## src/rtl/telem_pkg.sv

```systemverilog
// telem_pkg: shared telemetry stack widths, source IDs/indices and arbiter FSM states
package telem_pkg;
  localparam int STACK_W = 48;
  localparam int TS_W = 24;
  localparam logic [7:0] ID_GEIG = 8'h47;
  localparam logic [7:0] ID_PRES = 8'h50;
  localparam logic [7:0] ID_TEMP = 8'h54;
  localparam logic [7:0] ID_GPS = 8'h4E;
  localparam int SRC_GEIG = 0;
  localparam int SRC_PRES = 1;
  localparam int SRC_TEMP = 2;
  localparam int SRC_GPS = 3;
  typedef enum logic [1:0] {IDLE = 2'd0, REQ = 2'd1, GAP = 2'd2} state_t;
endpackage

```

## src/rtl/stack_downlink_arbiter_rr_pick.sv

```systemverilog
// rr_pick: combinational round-robin picker, searching from rr_last+1 upward mod N_SRC
module rr_pick #(
  parameter int N_SRC = 4,
  parameter int IW = $clog2(N_SRC)
) (
  input  logic [N_SRC-1:0] pending,
  input  logic [IW-1:0]    rr_last,
  output logic [IW-1:0]    win,
  output logic             any
);
  logic [IW-1:0] idx;
  always_comb begin
    win = '0;
    idx = '0;
    // walk farthest-first so the nearest pending source after rr_last is the last write
    for (int k = N_SRC; k >= 1; k--) begin
      idx = IW'((int'(rr_last) + k) % N_SRC);
      if (pending[idx]) win = idx;
    end
  end
  assign any = |pending;
endmodule

```

## src/rtl/stack_downlink_arbiter.sv

```systemverilog
// stack_downlink_arbiter: holds one stack per sensor source and hands them round-robin
// to the single telemetry sink over a four-phase req/ack handshake with timeout.
module stack_downlink_arbiter
  import telem_pkg::*;
#(
  parameter int N_SRC = 4,
  parameter int STACK_W = telem_pkg::STACK_W,
  parameter int TIMEOUT_CYC = 50
) (
  input  logic                     CLK_10HZ,
  input  logic                     RESET,
  input  logic [STACK_W*N_SRC-1:0] SRC_DATA,
  input  logic [N_SRC-1:0]         SRC_VALID,
  output logic [STACK_W-1:0]       OUT_DATA,
  output logic [2:0]               OUT_SRC,
  output logic                     OUT_REQ,
  input  logic                     OUT_ACK,
  input  logic                     OVF_CLR,
  output logic [N_SRC-1:0]         OVERFLOW,
  output logic [7:0]               DROP_COUNT,
  output logic                     BUSY
);
  localparam int IW = $clog2(N_SRC);
  localparam int TW = TIMEOUT_CYC > 1 ? $clog2(TIMEOUT_CYC) : 1;
  state_t state;
  logic [STACK_W-1:0] hold [N_SRC];
  logic [N_SRC-1:0] pending, pend_nxt, grant;
  logic [IW-1:0] rr_last, win;
  logic any, stay_idle;
  logic [TW-1:0] timer;

  rr_pick #(.N_SRC(N_SRC), .IW(IW)) u_pick (.pending(pending), .rr_last(rr_last), .win(win), .any(any));

  // a grant takes the old stack; a same-cycle valid reloads and keeps pending set
  always_comb begin
    grant = '0;
    grant[win] = state == IDLE && any;
    pend_nxt = (pending & ~grant) | SRC_VALID;
  end
  assign stay_idle = (state == IDLE && !any) || (state == GAP && !OUT_ACK);

  always_ff @(posedge CLK_10HZ or negedge RESET) begin
    if (!RESET) begin
      state <= IDLE;
      pending <= '0;
      for (int i = 0; i < N_SRC; i++) hold[i] <= '0;
      rr_last <= IW'(N_SRC - 1);
      timer <= '0;
      OUT_DATA <= '0;
      OUT_SRC <= '0;
      OUT_REQ <= 1'b0;
      OVERFLOW <= '0;
      DROP_COUNT <= '0;
      BUSY <= 1'b0;
    end else begin
      pending <= pend_nxt;
      OVERFLOW <= (SRC_VALID & pending & ~grant) | (OVF_CLR ? '0 : OVERFLOW);
      BUSY <= |pend_nxt || !stay_idle;
      for (int i = 0; i < N_SRC; i++)
        if (SRC_VALID[i]) hold[i] <= SRC_DATA[i*STACK_W +: STACK_W];
      case (state)
        IDLE: if (any) begin
          OUT_DATA <= hold[win];
          OUT_SRC <= 3'(win);
          rr_last <= win;
          OUT_REQ <= 1'b1;
          timer <= '0;
          state <= REQ;
        end
        REQ: if (OUT_ACK) begin
          OUT_REQ <= 1'b0;
          state <= GAP;
        end else if (timer == TW'(TIMEOUT_CYC - 1)) begin
          OUT_REQ <= 1'b0;
          DROP_COUNT <= DROP_COUNT + 8'(DROP_COUNT != 8'hFF);
          state <= GAP;
        end else timer <= timer + 1'b1;
        GAP: if (!OUT_ACK) state <= IDLE;
        default: state <= IDLE;
      endcase
    end
  end
endmodule

```

## config.mk

```make
export PLATFORM = sky130hd
export DESIGN_NAME = stack_downlink_arbiter
export DESIGN_NICKNAME = d
export VERILOG_FILES = /design/src/rtl/telem_pkg.sv /design/src/rtl/stack_downlink_arbiter_rr_pick.sv /design/src/rtl/stack_downlink_arbiter.sv
export SDC_FILE = /design/constraint.sdc
export NUM_CORES = 1
export LEC_CHECK = 0
export BUFFER_PORTS_ARGS = -buffer_cell sky130_fd_sc_hd__buf_2
export CORE_MARGIN = 5
export CORE_UTILIZATION = 54
export DETAILED_ROUTE_END_ITERATION = 7
export PLACE_DENSITY = 0.85
export SYNTH_ARGS = -nofsm -noshare
export SYNTH_HDL_FRONTEND = slang
export SYNTH_HIERARCHICAL = 1
export SYNTH_SLANG_ARGS = --single-unit
```

## constraint.sdc

```tcl
create_clock -name CLK_10HZ -period 2.9 [get_ports CLK_10HZ]
set_clock_uncertainty 0.05 [all_clocks]
set_input_delay 0.29 -clock CLK_10HZ [delete_from_list [all_inputs] [get_ports CLK_10HZ]]
set_output_delay 0.29 -clock CLK_10HZ [all_outputs]
set_load 0.1 [all_outputs]
```

# Word-level counts from Yosys, hierarchy flattened

Index checks and enable logic that the tools add are counted.

Bits in registers: 270
Bits of input ports: 200
Output and inout port bits: 65
Word-level logic and storage cells: 94

Add/subtract/negate cells: 6
Order comparisons: 7
Equality and inequality tests: 9
Muxes and demuxes: 31
Bitwise gates (word level): 9
Reductions and logical operators: 18

Operators by type and width:

| cell                                                | count |
|---|---|
| binary-select mux 48 bit (select 2 bit)             | 1 |
| two-way mux 48 bit                                  | 2 |
| two-way mux 6 bit                                   | 3 |
| AND 4 bit                                           | 4 |
| two-way mux 2 bit                                   | 8 |
| < comparator 2 x 3 -> 1 bit (second input constant) | 5 |
| one-hot mux 6 bit (2 select lines)                  | 1 |
| AND reduction 3 bit                                 | 3 |
| adder 8 x 1 -> 8 bit                                | 1 |
| binary-select mux 1 bit (select 2 bit)              | 4 |
| two-way mux 1 bit                                   | 8 |
| != test 2 bit (second input constant)               | 4 |
| != test 8 bit (second input constant)               | 1 |
| bitwise OR 4 bit                                    | 2 |
| OR reduction 4 bit                                  | 2 |
| adder 6 x 1 -> 6 bit (second input constant)        | 1 |
| == test 6 bit (second input constant)               | 1 |
| one-hot mux 2 bit (3 select lines)                  | 1 |
| adder 2 x 1 -> 2 bit (second input constant)        | 2 |
| adder 2 bit (second input constant)                 | 2 |
| logical AND 1 bit                                   | 4 |
| two-way mux 4 bit                                   | 1 |
| inverter 4 bit                                      | 1 |
| AND reduction 4 bit                                 | 1 |
| other kinds (14)                                    | 17 |

# Depth between registers and ports, before layout

Gate-level depths: netlist of the first run.

Word-level depth: 17
Depth in mapped cells: 8
Gate-level depth less buffers: 7

# Hierarchy

Netlist of the first run, hierarchy kept.

Modules (own cells, without submodules):

| module                 | instances | cells each | area an instance (um^2) | sequential area each (um^2) |
|---|---|---|---|---|
| stack_downlink_arbiter | 1         | 800        | 11,332.1                | 6,759.0 |
| rr_pick                | 1         | 14         | 91.3                    | 0.0 |

# Worst setup path after synthesis of the first run

No wires, ideal clock.

Path kind: register -> register
Start point: reg rr_last[1]
End point: reg BUSY
Setup time: 0.139 ns
Data arrival time: 2.140 ns
Required time: 2.711 ns
Setup slack: 0.571 ns
Cell stages (with the launch flop): 9
Buffers on the path: 1
Clock period less this slack: 2.329 ns
Cells stage by stage: dfstp_2 -> nand2b_1 -> a21oi_2 -> o221ai_2 -> clkbuf_1 -> inv_1 -> o31a_1 -> or2_1 -> or4_1

Cells in the longest elaborated chain, start to end: 17
Elaborated cells on any way between the ends: 27
Classes of those cells: 4 x add/sub; 2 x order compare; 14 x mux; 4 x bitwise; 3 x reduce/logical

RTL lines:

| element                                                                                                                | RTL line                             | text |
|---|---|---|
| start: declaration                                                                                                     | stack_downlink_arbiter.sv:28         | `logic [IW-1:0] rr_last, win;` |
| start signal: assignment                                                                                               | stack_downlink_arbiter.sv:47         | `rr_last <= IW'(N_SRC - 1);` |
| start signal: assignment                                                                                               | stack_downlink_arbiter.sv:65         | `rr_last <= win;` |
| adder 2 x 1 -> 2 bit                                                                                                   | stack_downlink_arbiter_rr_pick.sv:17 | `idx = IW'((int'(rr_last) + k) % N_SRC);` |
| binary-select mux 1 bit (select 2 bit)                                                                                 | stack_downlink_arbiter_rr_pick.sv:18 | `if (pending[idx]) win = idx;` |
| two-way mux 1 bit (not written as such)                                                                                | stack_downlink_arbiter_rr_pick.sv:18 |  |
| two-way mux 2 bit (3 in a row)                                                                                         | stack_downlink_arbiter_rr_pick.sv:18 |  |
| two-way mux 2 bit (*)                                                                                                  | stack_downlink_arbiter_rr_pick.sv:18 |  |
| net win[0]                                                                                                             | stack_downlink_arbiter.sv:28         |  |
| < comparator 2 x 3 -> 1 bit (not written as such) / greater-or-equal comparator 2 x 1 -> 1 bit (equally long branches) | stack_downlink_arbiter.sv:37         | `grant[win] = state == IDLE && any;` |
| logical AND 1 bit                                                                                                      | stack_downlink_arbiter.sv:37         |  |
| two-way mux 1 bit (not written as such)                                                                                | stack_downlink_arbiter.sv:37         |  |
| demux 1 bit (select 2 bit) (*)                                                                                         | stack_downlink_arbiter.sv:37         |  |
| AND 4 bit (no source line) (*)                                                                                         | -                                    |  |
| inverter 4 bit (*)                                                                                                     | stack_downlink_arbiter.sv:38         | `pend_nxt = (pending & ~grant) \| SRC_VALID;` |
| AND 4 bit (*)                                                                                                          | stack_downlink_arbiter.sv:38         |  |
| bitwise OR 4 bit (*)                                                                                                   | stack_downlink_arbiter.sv:38         |  |
| net pend_nxt[1]                                                                                                        | stack_downlink_arbiter.sv:27         | `logic [N_SRC-1:0] pending, pend_nxt, grant;` |
| OR reduction 4 bit (*)                                                                                                 | stack_downlink_arbiter.sv:58         | `BUSY <= \|pend_nxt \|\| !stay_idle;` |
| logical OR 1 bit (*)                                                                                                   | stack_downlink_arbiter.sv:58         |  |
| end signal: assignment                                                                                                 | stack_downlink_arbiter.sv:58         |  |
| end: declaration                                                                                                       | stack_downlink_arbiter.sv:21         | `output logic BUSY` |

The timed path passes the listed nets; every way through them passes the cells marked *. The select of a mux whose other input is x is not followed.
A chain may end at the register's enable or synchronous reset.

# Final worst setup path of the first run

Same ends and word-level chain as after synthesis.

==> flow_summary_export.csv, run 1 <==
group,metric,value,unit
route,drc,0,
synth,synthMuxAreaShare,0.288,
clocking,post_cts_buffers,0,
route,drt-initial-drc-count,533,
setup_path,arrival,2730,ps
worst_hold_path,min_path_type,"primary input to flop",
sta,setup_viol,0,
floorplanning,fp-row-count,53,
sta,fin_ws,524,ps
clocking,clk_pin_slew,60,ps
synth,yosys.area_share.simple,0.0754,
synth,avgSynthCellArea,14.0,µm²
global_route,grt_pass1_vias,10128,
setup_path,end_kind,"flop",
outcome,status,"completed",
setup_path,required,3250,ps
clocking,cts_resized,0,
finish,layout-drive-gt1-share,0.449,
sta,hold_viol,0,
clocking,cts_tree,"built",
clocking,htreeDepth,1,
clocking,cts.path.max_buffers,3,
route,drt-total-wl,36600,µm
synth,synth_edf_count,0,
route,drt-pass1-iter-count,5,
power,peakVddDrop,1140,µV
place,globalplace.congestion,0.840,
synth,synth-compound-area-share,0.0163,
place,place_hpwl,19000,µm
route,via_per_inst,5.64,
synth,synth-seq-area-share,0.592,
synth,synth_area,0.0114,mm²
clocking,clk_latency,540,ps
floorplanning,io-pin-count,265,
synth,async_flop_share,1.00,
floorplanning,dieArea,0.0242,mm²
route,wl_per_cell,23.3,µm
synth,synth_xor_area_frac,0.00460,
finish,area.growth.synth_to_final,40.7,%
place,io_buffers,263,
global_route,antenna_found_initial,2,
synth,netlist-cell-type-count,44,
clocking,cts_sinks,270,
floorplanning,floorplan.initialDensity,0.545,
job,cap_violations,0,
power,power.density,1050,mW/mm²
power,power.leakage,7.47,nW
finish,layout_commonest_cell,"dfrtp_1",
finish,layout_common_cells,"dfrtp_1, buf_2, mux2_2, dlygate4sd3_1, nand2_1",
setup_path,startpoint_type,"flop",
synth,yosys.area_share.adder,0.00438,
sta,timing.slew.headroom,0.314,
synth,yosys-top-cells-area,"dfrtp_1, mux2_2, mux4_2",
global_route,overflow,0,
clocking,cts_buffers,28,
global_route,grt_max_degree,69,
sta,timing.final.crit_share,0.819,
synth,ys_ff_latch,270,
synth,synthCells,814,
worst_hold_path,whs_path_depth,3,
place,place_ws,532,ps
route,vias,8854,
synth,syn_nets,1018,
synth,yosysTopAreaCell,"dfrtp_1",
route,detail-route-antenna-nets,0,
setup_path,reg2regPathDepth,7,
sta,fin_crit,2380,ps
global_route,grt_pass1_wl,56500,µm
setup_path,path_class,"flop to flop",
floorplanning,die_y,155,µm
sta,maxSlewViolCount,0,
sta,final.setup.tns,0,ps
synth,synth_top_area_frac,0.587,
synth,synth_ff_type,"dfrtp_1",
setup_path,crit_path_max_fanout,7,
finish,nNetsFinal,1475,
clocking,ctsRootBufferMaster,"clkbuf_16",
sta,worst_pin_slew,1030,ps
synth,synth_top_family_by_area,"multiplexers",
sta,rsz0062_at_grt,"no",
floorplanning,core,0.0210,mm²
floorplanning,die_x,155,µm
global_route,grt_use_total,0.303,
sta,fmaxAchievable,421,MHz
synth,yosysWarningCount,6,
cell type report:
type	count	area [µm²]
multi-input combinational	487	4470
clock buffer	36	792
sequential	270	6760
clock inverter	16	185
antenna	2	5.00
fill	1186	4890
tap	275	344
timing repair buffer	476	3490
inverter	8	30.0
worst max-delay path, cell delays in order (launching register included):
cell and delay [ps]:
dfstp_2 580, nand2b_1 130, a21oi_2 70, o221ai_4 320, inv_1 70, o31a_1 320, or2_1 220, or4_1 470
timing repair:
action                                 CTS  global route
endpoints found under the hold margin  260             0
setup endpoints to repair                0             0
hold buffers                           194             0
routing by layer:
layer	vias to the layer above	global-route usage	wire [µm]
li1	3796	-	-
met1	4469	0.341	13000
met2	450	0.552	19500
met3	139	0.0595	2410
met4	0	0.144	1670
met5	-	0	0
report_power, final:
part	switching, mW	total [mW]	leakage, nW	internal, mW
registers	0.525	5.05	3.20	4.53
clock network	1.56	3.84	0.486	2.28
logic	5.46	8.05	3.79	2.59
total	7.55	16.9	7.47	9.40
cells by family (layout without fill, tap and decap cells):
family          Yosys count  in the layout
flops                   270            270
buf+inv                  57            536
simple gates            204            204
compound gates           28             28
fa+ha+maj                 4              4
other cells               1              3
xor+xnor                  6              6
mux                     244            244
worst paths after layout:
kind,startpoint,end,slack [ps]
max in group asynchronous,RESET,rr_last[1],1670
max,rr_last[1],BUSY,520
min,OUT_ACK,state[1],50
min reg2reg,OUT_DATA[0],OUT_DATA[0],430
min in group asynchronous,RESET,OUT_DATA[36],270
max reg2reg,rr_last[1],BUSY,520
registers in the layout, summed over array words and instances (netlist names), 4 cells and up:
name / count
DROP_COUNT: 8
OUT_DATA: 48
pending: 4
hold: 192
timer: 6
OVERFLOW: 4
synthesized netlist by cell type, types with 2 or more instances:
cell type and number:
dfrtp_1 268, mux2_2 194, nand2_1 163, mux4_2 48, clkbuf_1 22, buf_1 20
nand3_1 10, inv_1 8, o21ai_0 8, buf_2 6, xnor2_1 6, nor2_1 5
a21o_1 4, ha_1 4, nand2b_1 4, a31oi_1 3, and3_1 3, nand4_1 3
nor3_1 3, nor3b_1 3, o22ai_1 3, a21oi_1 2, dfstp_2 2, mux2i_1 2
per-stage QoR:
step	area, µm²	instances	hold WS, ps	utilization	power [mW]
2_1_floorplan	11400	814	-55.6	-	10.9
3_3_place_gp	13100	1322	235	0.627	12.5
3_5_place_dp	13100	1322	237	0.627	12.7
4_1_cts	16100	1568	19.4	0.767	16.7
5_1_grt	16100	1570	82.3	0.767	17.6
6_report	16100	1570	47.7	0.767	16.9
No activity file was read; power rests on OpenSTA's default activity.
==> run 2: changes to the inputs <==
- ABC_AREA: unset -> 1
- clock period: 2.9 -> 2.2 ns (I/O delays scaled with it)
==> flow_summary_export.csv, run 2 <==
group,metric,value,unit
worst_hold_path,min_path_type,"primary input to flop",
clocking,htreeDepth,1,
sta,hold_viol,0,
power,power.density,1610,mW/mm²
power,p_seq_frac,0.236,
route,detail-route-antenna-nets,0,
finish,area.growth.synth_to_final,47.2,%
power,power.leakage,9.31,nW
power,switchingPower,13.2,mW
power,internal-power,14.5,mW
floorplanning,io-pin-count,265,
synth,avgSynthCellArea,7.89,µm²
place,io_buffers,263,
clocking,clk_pin_slew,70,ps
outcome,violations,"setup timing",
power,combPwrFrac,0.577,
setup_path,cp_cell_sequence,"buf_12 > inv_8 > nand2_4 > nand3_2 > o21ai_1 > nand2_1 > a21oi_2 > buf_4 > inv_2 > nor2_4 > buf_6 > clkbuf_16 > nand2_1 > nand4_1 > nand2_1 > nand2_1",
setup_path,slowest_delay,570,ps
route,drc,0,
synth,yosysWarningCount,6,
setup_path,startpoint_type,"flop",
sta,timing.slew.headroom,0.525,
sta,fin_crit,2480,ps
job,cap_violations,0,
sta,rsz0062_at_grt,"yes",
route,vias,13310,
finish,reg_top3,"hold (192), OUT_DATA (48), DROP_COUNT (8)",
floorplanning,core,0.0212,mm²
setup_path,end_kind,"flop",
floorplanning,die_x,157,µm
sta,setup_viol,54,
clocking,cts_tree,"built",
sta,fmaxAchievable,404,MHz
finish,largest_reg_flops,192,
setup_path,path_class,"flop to flop",
synth,ys_ff_latch,270,
route,wl_per_cell,22.0,µm
setup_path,required,2620,ps
global_route,grt_pass1_wl,73600,µm
clocking,cts_sinks,270,
setup_path,arrival,2900,ps
power,sw_frac_of_total,0.476,
synth,synth-seq-area-share,0.577,
route,drt-total-wl,50000,µm
finish,finish.utilization,0.812,
finish,nNetsFinal,2179,
global_route,grt_use_total,0.386,
sta,holdWs,43.5,ps
sta,fin_ws,-277,ps
synth,synth.most_common_cell,"nand2_1",
global_route,overflow,0,
power,clkPwrFrac,0.187,
synth,syn_nets,1688,
setup_path,crit_path_max_fanout,6,
finish,layout_commonest_cell,"nand2_1",
sta,timing.final.crit_share,1.13,
synth,yosys-top-cells-area,"dfrtp_1, nand2_1, nand4_1",
floorplanning,fp-row-count,53,
synth,netlist-cell-type-count,32,
synth,synth_edf_count,0,
synth,ys_top_cells_by_count,"nand2_1, dfrtp_1, clkbuf_1",
synth,async_flop_share,1.00,
clocking,cts.path.max_buffers,3,
floorplanning,die_y,157,µm
global_route,antenna_found_initial,5,
synth,synth_top_area_frac,0.573,
synth,yosysTopAreaCell,"dfrtp_1",
setup_path,cp_top_family,"simple AND/OR/NAND/NOR gates",
route,via_per_inst,5.84,
synth,synthCells,1484,
sta,maxSlewViolCount,0,
route,drt-pass1-iter-count,8,
synth,synth_area,0.0117,mm²
synth,synth_ff_type,"dfrtp_1",
setup_path,path_common_cell,"nand2_1",
sta,final.setup.tns,-10750,ps
finish,top_register,"hold",
floorplanning,dieArea,0.0247,mm²
sta,worst_pin_slew,713,ps
setup_path,path_buf_inv,6,
power,peakVddDrop,942,µV
global_route,grt_max_degree,68,
outcome,status,"finished with violations",
global_route,grt_pass1_vias,13903,
place,place_ws,-114,ps
finish,layout_common_cells,"nand2_1, dfrtp_1, buf_2",
clocking,cts_buffers,28,
clocking,ctsRootBufferMaster,"clkbuf_16",
place,globalplace.congestion,0.891,
floorplanning,floorplan.initialDensity,0.552,
route,drt-initial-drc-count,1649,
setup_path,slowest_stage,"dfstp_2",
finish,layout-drive-gt1-share,0.230,
clocking,clk_latency,540,ps
place,place_hpwl,23800,µm
-- run 2: worst register-to-register path, cell delays in order (launching register included) --
cell       delay (ps)
dfstp_2           570
buf_12            140
inv_8              40
nand2_4            60
nand3_2            80
o21ai_1           170
nand2_1            90
a21oi_2           180
buf_4             140
inv_2              40
nor2_4            190
buf_6             160
clkbuf_16         170
nand2_1            70
nand4_1            80
nand2_1            70
nand2_1           110
-- run 2: repair_timing --
| item | CTS | global route |
|---|---|---|
| endpoints found under the setup margin | 49 | 55 |
| gates cloned | 2 | 8 |
| buffers inserted | 11 | 5 |
| pin swaps | 22 | 32 |
| endpoints found under the hold margin | 257 | 0 |
| hold buffers | 195 | 0 |
| resized for setup | 34 | 29 |
-- run 2: kinds of logic after synthesis --
logic type	count (synthesis)	synth area share
buffers and inverters	115	0.0403
adders and majority gates	4	0.00427
other	1	0.000320
and+or+nand+nor	1045	0.349
AOI/OAI and AO/OA	44	0.0255
xor gates and xnor gates	5	0.00374
DFF	270	0.577
-- run 2: path summary, 6_finish.rpt --
kind,to,slack [ps],depth (start not counted),startpoint
setup / recovery,OUT_DATA[15],-280,16,rr_last[0]
hold / removal,hold[152],40,4,SRC_VALID[0]
setup reg to reg,OUT_DATA[15],-280,16,rr_last[0]
hold reg to reg,OUT_REQ,420,2,OUT_REQ
max in group asynchronous,rr_last[1],1170,3,RESET
min in group asynchronous,DROP_COUNT[2],170,2,RESET
-- run 2: cell type report --
class | count | area (µm²)
Inverter | 42 | 170
Multi-Input combinational cell | 1099 | 4650
Fill cell | 1164 | 3980
Sequential cell | 270 | 6760
Tap cell | 275 | 344
Clock buffer | 39 | 832
Timing Repair Buffer | 534 | 4280
Clock inverter | 13 | 184
Antenna cell | 6 | 15.0
-- run 2: power by group through the flow --
| stage | logic (mW) | clock network [mW] | registers [mW] |
|---|---|---|---|
| final | 16.0 | 5.18 | 6.53 |
| after floorplan | 4.99 | 0 | 9.45 |
| after global routing | 16.5 | 5.39 | 6.59 |
| after global placement | 11.6 | 0 | 6.49 |
| after CTS | 13.4 | 5.15 | 6.43 |
| after detailed placement | 11.8 | 0 | 6.50 |
-- run 2: layer usage --
layer	wire length, µm	track usage	part of all wire	vias to the layer above
li1	-	-	-	5565
met1	15900	0.433	0.32	6118
met2	24000	0.643	0.48	1232
met3	6080	0.105	0.12	395
met4	4070	0.263	0.081	0
met5	0	0	0	-
-- run 2: per-stage QoR --
stage / power [mW] / instance area, µm² / std cells
6_report: 27.7 / 17200 / 2278
5_1_grt: 28.5 / 17200 / 2277
4_1_cts: 24.9 / 16900 / 2260
3_5_place_dp: 18.3 / 13600 / 2000
3_3_place_gp: 18.0 / 13600 / 2000
2_1_floorplan: 14.4 / 11700 / 1484
==> run 3: changes to the inputs <==
- CTS_BUF_LIST: unset -> sky130_fd_sc_hd__clkbuf_8 sky130_fd_sc_hd__clkbuf_16
==> flow_summary_export.csv, run 3 (same netlist as run 2, synthesis figures left out) <==
group,metric,value,unit
power,sw_frac_of_total,0.475,
sta,setup_viol,54,
setup_path,path_common_cell,"nand2_1",
clocking,ctsRootBufferMaster,"clkbuf_16",
clocking,htreeDepth,1,
power,p_seq_frac,0.236,
finish,ff_latch_area,0.00676,mm²
finish,multi_input_area,0.00465,mm²
global_route,grt_use_total,0.386,
finish,finish.utilization,0.812,
power,internal-power,14.5,mW
route,vias,13379,
global_route,antenna_found_initial,5,
sta,timing.final.crit_share,1.12,
floorplanning,die_y,157,µm
clocking,clk_pin_slew,70,ps
clocking,clk_latency,550,ps
setup_path,path_class,"flop to flop",
route,via_per_inst,5.87,
floorplanning,die_x,157,µm
floorplanning,core,0.0212,mm²
finish,nFillCells,1164,
power,combPwrFrac,0.577,
route,drt-initial-drc-count,1657,
finish,largest_reg_flops,192,
setup_path,startpoint_type,"flop",
setup_path,crit_path_max_fanout,7,
global_route,grt_pass1_vias,13903,
setup_path,slowest_stage,"dfstp_2",
floorplanning,fp-row-count,53,
finish,nNetsFinal,2179,
finish,top_register,"hold",
setup_path,r2r_setup_slack,-270,ps
sta,hold_viol,0,
place,globalplace.congestion,0.891,
power,peakVddDrop,945,µV
finish,reg_top3,"hold (192), OUT_DATA (48), DROP_COUNT (8)",
sta,worst_pin_slew,726,ps
clocking,cts_tree,"built",
global_route,grt_max_degree,68,
floorplanning,io-pin-count,265,
route,detail-route-antenna-nets,0,
power,switchingPower,13.1,mW
sta,maxSlewViolCount,0,
setup_path,r2r-start,"rr_last[0]",
floorplanning,floorplan.initialDensity,0.552,
place,place_hpwl,23800,µm
clocking,cts_buffers,28,
sta,rsz0062_at_grt,"yes",
worst_hold_path,min-delay-start,"SRC_VALID[0]",
global_route,overflow,0,
finish,layout_commonest_cell,"nand2_1",
setup_path,crit_path_start,"rr_last[0]",
finish,area.growth.synth_to_final,47.2,%
finish,layout-drive-gt1-share,0.230,
power,clkPwrFrac,0.187,
floorplanning,dieArea,0.0247,mm²
route,drc,1,
power,power.density,1600,mW/mm²
setup_path,cp_cell_sequence,"buf_4 > nand2_1 > o21ai_2 > nand2_2 > nand2_2 > inv_1 > nand2_1 > nand2_1 > nand2_2 > buf_4 > inv_2 > nor2_4 > buf_12 > clkbuf_16 > nand2_2 > nand4_1 > nand2_1 > nand2_1",
sta,timing.slew.headroom,0.516,
worst_hold_path,min_path_type,"primary input to flop",
outcome,status,"finished with violations",
outcome,violations,"DRC, setup timing",
route,wl_per_cell,22.0,µm
finish,layout_common_cells,"nand2_1, dfrtp_1, buf_2",
place,io_buffers,263,
setup_path,arrival,2890,ps
route,drt-total-wl,50200,µm
power,power,27.6,mW
clocking,cts_sinks,270,
power,power.leakage,9.32,nW
sta,fin_crit,2470,ps
clocking,cts.path.max_buffers,3,
global_route,grt_pass1_wl,73600,µm
setup_path,end_kind,"flop",
route,drt-pass1-iter-count,8,
sta,fmaxAchievable,405,MHz
setup_path,required,2620,ps
sta,fin_ws,-272,ps
job,cap_violations,0,
setup_path,slowest_delay,570,ps
## run 3: cell count changes in the layout (fill, tap and decap cells not counted)
cell	change
clkbuf_1	-2
inv_1	+2
## run 3: power by group through the flow
| stage | Combinational, mW | Sequential, mW | Clock (mW) |
|---|---|---|---|
| 2_1_floorplan | 4.99 | 9.45 | 0 |
| 6_report | 15.9 | 6.53 | 5.17 |
| 3_3_place_gp | 11.6 | 6.49 | 0 |
| 4_1_cts | 13.4 | 6.43 | 5.14 |
| 3_5_place_dp | 11.8 | 6.50 | 0 |
| 5_1_grt | 16.5 | 6.59 | 5.39 |
## run 3: repair_timing
| item | in CTS | in global routing |
|---|---|---|
| endpoints found under the setup margin | 49 | 55 |
| endpoints found under the hold margin | 257 | 0 |
| setup buffers | 11 | 5 |
| pin swaps | 22 | 32 |
| gates resized for setup | 34 | 29 |
| hold buffers | 195 | 0 |
| cloned | 2 | 8 |
## run 3: routing by layer
layer | track usage | up-vias | wire length, µm
met1 | 0.433 | 6162 | 16100
met3 | 0.105 | 394 | 6120
li1 | - | 5560 | -
met5 | 0 | - | 0
met2 | 0.643 | 1263 | 24000
met4 | 0.263 | 0 | 3960
## run 3: final cells by class
class                           count  area share
Antenna cell                        6    0.000871
Clock buffer                       37      0.0478
Clock inverter                     15      0.0111
Inverter                           42     0.00987
Multi-Input combinational cell   1099       0.270
Sequential cell                   270       0.392
Tap cell                          275      0.0200
Timing Repair Buffer              534       0.248
## run 3: worst paths after layout
check / endpoint / depth (start not counted)
min reg2reg: OUT_REQ / 2
min in group asynchronous: DROP_COUNT[2] / 2
max: OUT_DATA[15] / 18
max reg2reg: OUT_DATA[15] / 18
min: hold[152] / 4
max in group asynchronous: rr_last[1] / 3
## run 3: critical path: cells and delay by family (launching register included)
| kind | cells | cell delay (ps) |
|---|---|---|
| flops | 1 | 570 |
| simple gates | 11 | 950 |
| compound gates | 1 | 110 |
| buf+inv | 6 | 710 |
## run 3: through the flow
step | area [µm²] | setup TNS [ps] | setup WS (ps) | hold WS [ps] | std cells
finish | 17200 | -10390 | -272 | 44.5 | 2278
global route | 17200 | -17550 | -401 | 46.2 | 2277
CTS | 16900 | -1720 | -72.0 | 13.1 | 2260
detailed placement | 13600 | -2390 | -114 | 171 | 2000
global placement | 13600 | -964 | -51.8 | 179 | 2000
floorplan | 11700 | 0 | 22.7 | -126 | 1484
